--- config.mk ---
export PLATFORM = sky130hd
export DESIGN_NAME = pipe_mult_rv
export DESIGN_NICKNAME = d
export VERILOG_FILES = /design/src/rtl/pipe_mult_pkg.sv /design/src/rtl/pipe_mult_stage.sv /design/src/rtl/pipe_mult_rv.sv
export SDC_FILE = /design/constraint.sdc
export NUM_CORES = 2
export LEC_CHECK = 0
export ABC_CLOCK_PERIOD_IN_PS = 32299
export BUFFER_PORTS_ARGS = -buffer_cell sky130_fd_sc_hd__clkbuf_2
export CORE_ASPECT_RATIO = 1.25
export CORE_MARGIN = 4
export CORE_UTILIZATION = 41
export CTS_BUF_LIST = sky130_fd_sc_hd__clkbuf_8
export DETAILED_ROUTE_END_ITERATION = 10
export SYNTH_ARGS = -nofsm -noshare
export SYNTH_HDL_FRONTEND = slang
export SYNTH_SLANG_ARGS = --single-unit
--- constraint.sdc ---
create_clock -name clk -period 32.3 [get_ports clk]
set_clock_uncertainty 0.1 [all_clocks]
set_input_delay 1.615 -clock clk [delete_from_list [all_inputs] [get_ports clk]]
set_output_delay 1.615 -clock clk [all_outputs]
set_load 0.02 [all_outputs]
--- src/rtl/pipe_mult_pkg.sv ---
// rtl/pipe_mult_pkg.sv - multiply mode encodings and operand-signedness helpers
package pipe_mult_pkg;

  typedef logic [1:0] mode_t;

  localparam mode_t MODE_MUL    = 2'b00;
  localparam mode_t MODE_MULH   = 2'b01;
  localparam mode_t MODE_MULHSU = 2'b10;
  localparam mode_t MODE_MULHU  = 2'b11;

  function automatic logic hi_select(input mode_t mode);
    return mode != MODE_MUL;
  endfunction

  function automatic logic a_signed(input mode_t mode);
    return (mode == MODE_MULH) || (mode == MODE_MULHSU);
  endfunction

  function automatic logic b_signed(input mode_t mode);
    return mode == MODE_MULH;
  endfunction

endpackage

--- src/rtl/pipe_mult_stage.sv ---
// rtl/pipe_mult_stage.sv - one pipeline stage: adds chunk IDX of the multiplier times the multiplicand
module pipe_mult_stage
  import pipe_mult_pkg::*;
#(
  parameter int EW    = 40,
  parameter int CW    = 5,
  parameter int IDX   = 0,
  parameter int TAG_W = 4,
  parameter bit LAST  = 1'b0
) (
  input  logic              clk,
  input  logic              rst,
  input  logic              en,
  input  logic              flush,
  input  logic              in_valid,
  input  logic [1:0]        in_mode,
  input  logic [TAG_W-1:0]  in_tag,
  input  logic [2*EW-1:0]   in_acc,
  input  logic [EW-1:0]     in_a,
  input  logic [2*EW-1:0]   in_b,
  output logic              out_valid,
  output logic [1:0]        out_mode,
  output logic [TAG_W-1:0]  out_tag,
  output logic [2*EW-1:0]   out_acc,
  output logic [EW-1:0]     out_a,
  output logic [2*EW-1:0]   out_b
);

  logic [CW-1:0]   chunk;
  logic [2*EW-1:0] chunk_x;
  logic [2*EW-1:0] partial;
  logic [2*EW-1:0] acc_nxt;

  // The top chunk carries the operand's sign weight, so it is sign-extended; lower chunks are unsigned.
  always_comb begin
    chunk   = in_a[IDX*CW +: CW];
    chunk_x = {{(2*EW-CW){LAST && chunk[CW-1]}}, chunk};
    partial = chunk_x * in_b;
    acc_nxt = in_acc + (partial << (IDX*CW));
  end

  always_ff @(posedge clk) begin
    if (rst || flush) begin
      out_valid <= 1'b0;
    end else if (en) begin
      out_valid <= in_valid;
    end
  end

  // Only the final stage clears its data, since it drives the visible result.
  always_ff @(posedge clk) begin
    if (LAST && rst) begin
      out_mode <= MODE_MUL;
      out_tag  <= '0;
      out_acc  <= '0;
      out_a    <= '0;
      out_b    <= '0;
    end else if (en) begin
      out_mode <= in_mode;
      out_tag  <= in_tag;
      out_acc  <= acc_nxt;
      out_a    <= in_a;
      out_b    <= in_b;
    end
  end

endmodule

--- src/rtl/pipe_mult_rv.sv ---
// rtl/pipe_mult_rv.sv - pipelined RV M-extension multiplier with valid/ready, flush and tag
module pipe_mult_rv
  import pipe_mult_pkg::*;
#(
  parameter int WIDTH  = 32,
  parameter int STAGES = 8,
  parameter int TAG_W  = 4
) (
  input  logic              clk,
  input  logic              rst,
  input  logic              valid_i,
  output logic              ready_o,
  input  logic [1:0]        mode_i,
  input  logic [WIDTH-1:0]  multiplier_i,
  input  logic [WIDTH-1:0]  multicand_i,
  input  logic [TAG_W-1:0]  tag_i,
  input  logic              flush_i,
  output logic              valid_o,
  input  logic              ready_i,
  output logic [WIDTH-1:0]  product_o,
  output logic [TAG_W-1:0]  tag_o,
  output logic              busy_o
);

  // ceil((WIDTH+1)/STAGES): one spare bit so unsigned operands keep a zero sign bit
  localparam int CW = (WIDTH + STAGES) / STAGES;
  localparam int EW = CW * STAGES;

  logic stall;
  logic en;
  logic accept;

  logic             v   [0:STAGES];
  logic [1:0]       m   [0:STAGES];
  logic [TAG_W-1:0] t   [0:STAGES];
  logic [2*EW-1:0]  acc [0:STAGES];
  logic [EW-1:0]    a   [0:STAGES];
  logic [2*EW-1:0]  b   [0:STAGES];

  assign stall   = valid_o & ~ready_i;
  assign en      = ~stall;
  assign ready_o = ~stall & ~rst;
  assign accept  = valid_i & ready_o & ~flush_i;

  assign v[0]   = accept;
  assign m[0]   = mode_i;
  assign t[0]   = tag_i;
  assign acc[0] = '0;
  assign a[0]   = {{(EW-WIDTH){a_signed(mode_i) & multiplier_i[WIDTH-1]}}, multiplier_i};
  assign b[0]   = {{(2*EW-WIDTH){b_signed(mode_i) & multicand_i[WIDTH-1]}}, multicand_i};

  for (genvar k = 0; k < STAGES; k++) begin : g_stage
    pipe_mult_stage #(
      .EW    (EW),
      .CW    (CW),
      .IDX   (k),
      .TAG_W (TAG_W),
      .LAST  (k == STAGES - 1)
    ) u_stage (
      .clk       (clk),
      .rst       (rst),
      .en        (en),
      .flush     (flush_i),
      .in_valid  (v[k]),
      .in_mode   (m[k]),
      .in_tag    (t[k]),
      .in_acc    (acc[k]),
      .in_a      (a[k]),
      .in_b      (b[k]),
      .out_valid (v[k+1]),
      .out_mode  (m[k+1]),
      .out_tag   (t[k+1]),
      .out_acc   (acc[k+1]),
      .out_a     (a[k+1]),
      .out_b     (b[k+1])
    );
  end

  assign valid_o   = v[STAGES];
  assign tag_o     = t[STAGES];
  assign product_o = hi_select(m[STAGES]) ? acc[STAGES][2*WIDTH-1:WIDTH] : acc[STAGES][WIDTH-1:0];

  always_comb begin
    busy_o = 1'b0;
    for (int k = 1; k <= STAGES; k++) busy_o = busy_o | v[k];
  end

  logic unused_bits;
  assign unused_bits = ^{a[STAGES], b[STAGES], acc[STAGES][2*EW-1:2*WIDTH]};

endmodule

==> flow_summary.json <==
{
  "status": "finished clean",
  "cap_violations": 0,
  "track_usage": 0.178,
  "switching_share": 0.439,
  "initial_utilization": 0.413,
  "finalCriticalPeriod_ns": 8.72,
  "synth_ff_type": "edfxtp_1",
  "hold_path.class": "flip-flop to flip-flop",
  "hold_path.startpoint": "g_stage[1].u_stage.out_a[27]$_DFFE_PN_",
  "fmax_ghz": 0.115,
  "drc": 0,
  "insertion_delay_ns": 0.93,
  "drive_gt1_frac": 0.0558,
  "cts_root_buffer": "clkbuf_8",
  "fin_nets": 9115,
  "via_count": 53500,
  "wl_per_cell_um": 16.6,
  "hold_violations": 0,
  "worstSetupPathType": "flip-flop to flip-flop",
  "synth_edf_count": 767,
  "drtIter0Drc": 2432,
  "power_frac_seq": 0.252,
  "timing.critical_path.required_ns": 32.83,
  "grt_pass1_wl_um": 284000,
  "dr.pass1.iters": 7,
  "fillers": 17600,
  "rsz0062_at_grt": "false",
  "grt_max_degree": 161,
  "final_cells": 10300,
  "cts_resized": 0,
  "clkSinkCount": 845,
  "max_slew_margin": 0.314,
  "die_x_um": 395,
  "power.leakage_uw": 0.0383,
  "crit_path_start_kind": "flip-flop",
  "grt-ovfl-total": 0,
  "yosys_warnings": 0,
  "ys_ff_latch": 845,
  "synth_top_cell_by_area": "edfxtp_1",
  "cts_max_level": 4,
  "cp_max_fo": 33,
  "vdd.ir_drop.worst_mv": 0.0495,
  "numCtsBuffers": 151,
  "fin_tns_setup_ns": 0,
  "post_cts_buffers": 0,
  "postLayoutCellArea_um2": 83400,
  "cts_hold_buf": 0,
  "ys_types": 94,
  "dpl-instance-area_um2": 80200,
  "power.switching_uw": 3530,
  "avgSynthCellArea_um2": 10.2,
  "synth_top_area_share": 0.300,
  "critPathCaptureType": "flip-flop",
  "register_area_um2": 24600,
  "cts_buffer_depth": 3,
  "antenna_found_initial": 6,
  "io_pins": 114,
  "dp_hpwl_um": 138000,
  "cts_tree": "built",
  "die_area_um2": 194000,
  "viasPerCell": 5.18,
  "internal-power_uw": 4500,
  "critical_path.reg2reg.startpoint": "g_stage[1].u_stage.out_a[12]$_DFFE_PN_",
  "area_delta_synth_final_pct": 8.51,
  "tightestPinTransition_ns": 1.00,
  "ys_top_cells_by_count": "inv_1 (834), edfxtp_1 (767), nand2_1 (752), and2_1 (711), fa_1 (711)",
  "combPwrFrac": 0.618,
  "place_ws_ns": 23.73,
  "synth_seq_area_share": 0.320,
  "synth_area_leaders": "edfxtp_1 (30%), fa_1 (19%), ha_1 (10%)",
  "maxSlewViolCount": 0,
  "place_congestion": 0.911,
  "coreArea_um2": 186000,
  "synth_nets": 8984,
  "grt_pass1_vias": 57200,
  "rows": 177,
  "p_per_area_nw_per_um2": 96.3,
  "post-route-period-util": 0.270,
  "port_buffers": 113,
  "async_flop_share": 0,
  "p_clk_frac": 0.130,
  "hold-worst-slack_ns": 0.281,
  "yosysMostFrequentCell": "inv_1",
  "multi_input_area_um2": 48500,
  "drt.antenna.violating_nets": 0,
  "cp-startpoint": "g_stage[1].u_stage.out_a[12]$_DFFE_PN_",
  "clk_pin_slew_worst_paths_ns": 0.06,
  "syn_area_um2": 76900,
  "crit_arrival_ns": 9.25,
  "die_h_um": 492,
  "routed_wirelength_um": 171000,
  "dp.cells": 10000,
  "setup_viol": 0,
  "worst_slack_ns": 23.58,
  "syn-instance-count": 7557
}
## state kept, by name, summed over array words and instances, names as in the netlist
register,flops
g_stage.u_stage.out_a,94
g_stage.u_stage.out_acc,468
g_stage.u_stage.out_b,227
g_stage.u_stage.out_mode,16
g_stage.u_stage.out_tag,32
g_stage.u_stage.out_valid,8
## final timing paths
check	endpoint	slack [ns]	cells after the start
setup reg to reg	g_stage[2].u_stage.out_acc[63]$_DFFE_PN_	23.58	27
hold / removal	g_stage[2].u_stage.out_a[27]$_DFFE_PN_	0.28	0
setup / recovery	g_stage[2].u_stage.out_acc[63]$_DFFE_PN_	23.58	27
hold reg to reg	g_stage[2].u_stage.out_a[27]$_DFFE_PN_	0.28	0
## metrics by stage
step / power [µW] / util
3_3_place_gp: 6890 / 0.431
4_1_cts: 8080 / 0.448
3_5_place_dp: 6970 / 0.431
6_report: 8030 / 0.448
2_1_floorplan: 5810 / -
5_1_grt: 8750 / 0.448
## worst max-delay path, cell delays in order (launching register included)
cell and delay, ns:
edfxtp_1 0.94, nand2_1 0.18, fa_1 0.59, fa_1 0.43, fa_1 0.49, inv_1 0.04, ha_1 0.32, nor2b_1 0.17
o31a_1 0.27, o31a_1 0.31, a21bo_2 0.25, nand3_1 0.07, nand2_1 0.14, o311ai_0 0.36, a21boi_0 0.18, o41ai_1 0.27
buf_4 0.19, xnor2_1 0.06, ha_1 0.38, nand4_1 0.19, nor4_1 0.67, o2111ai_1 0.40, a21oi_1 0.35, o21ai_0 0.20
a21oi_1 0.27, o41ai_2 0.15, o31ai_1 0.30, xnor2_1 0.11
## cell usage in the layout (no fill, tap or decap), types with 27 or more instances in the layout
| cell | n |
|---|---|
| o21a_1 | 113 |
| nor2_1 | 309 |
| a21oi_1 | 522 |
| and2_1 | 711 |
| dfxtp_1 | 78 |
| mux2_2 | 33 |
| nand2_1 | 752 |
| nor2b_1 | 71 |
| buf_4 | 33 |
| edfxtp_1 | 767 |
| nand2b_1 | 73 |
| nand3_1 | 87 |
| clkinv_1 | 28 |
| a211oi_1 | 49 |
| o21ai_0 | 244 |
| clkbuf_2 | 113 |
| xor2_1 | 136 |
| a21o_1 | 240 |
| or3_1 | 27 |
| fa_1 | 711 |
| inv_1 | 870 |
| nor4_1 | 27 |
| and3_1 | 52 |
| xnor2_1 | 361 |
| ha_1 | 641 |
| clkbuf_8 | 152 |
| nor3_1 | 69 |
| o21bai_1 | 62 |
| nand4_1 | 27 |
| a31oi_1 | 49 |
## kinds of logic after synthesis
| kind of cell | synth area share |
|---|---|
| AO/OA/AOI/OAI | 0.128 |
| XOR/XNOR | 0.0566 |
| adder cells (fa/ha/maj) | 0.290 |
| buffers and inverters | 0.0491 |
| flip-flops | 0.320 |
| multiplexers | 0.00588 |
| AND/OR/NAND/NOR | 0.151 |
## metal layers
layer | vias to the layer above | GRT usage | part of all wire
met5 | - | 0 | 0
met4 | 0 | 0.0644 | 0.036
met3 | 341 | 0.0222 | 0.025
met2 | 768 | 0.336 | 0.53
met1 | 26300 | 0.204 | 0.41
li1 | 26100 | - | -
## final cells by class
class	count	area share
clock inverters	122	0.0131
inverters	835	0.0377
well taps	2506	0.0376
flip-flops and latches	845	0.295
multi-input cells	5708	0.582
clock buffers	152	0.0251
repair buffers	147	0.00999
diodes	3	0.0000900
## power groups by stage
stage               Clock [µW]  Sequential [µW]  Combinational (µW)
global route              1140             2060                5550
global placement             0             2050                4840
finish                    1040             2020                4960
detailed placement           0             2050                4930
CTS                       1090             2030                4960
floorplan                    0             1900                3910
Power figures use the tool's default switching activity.
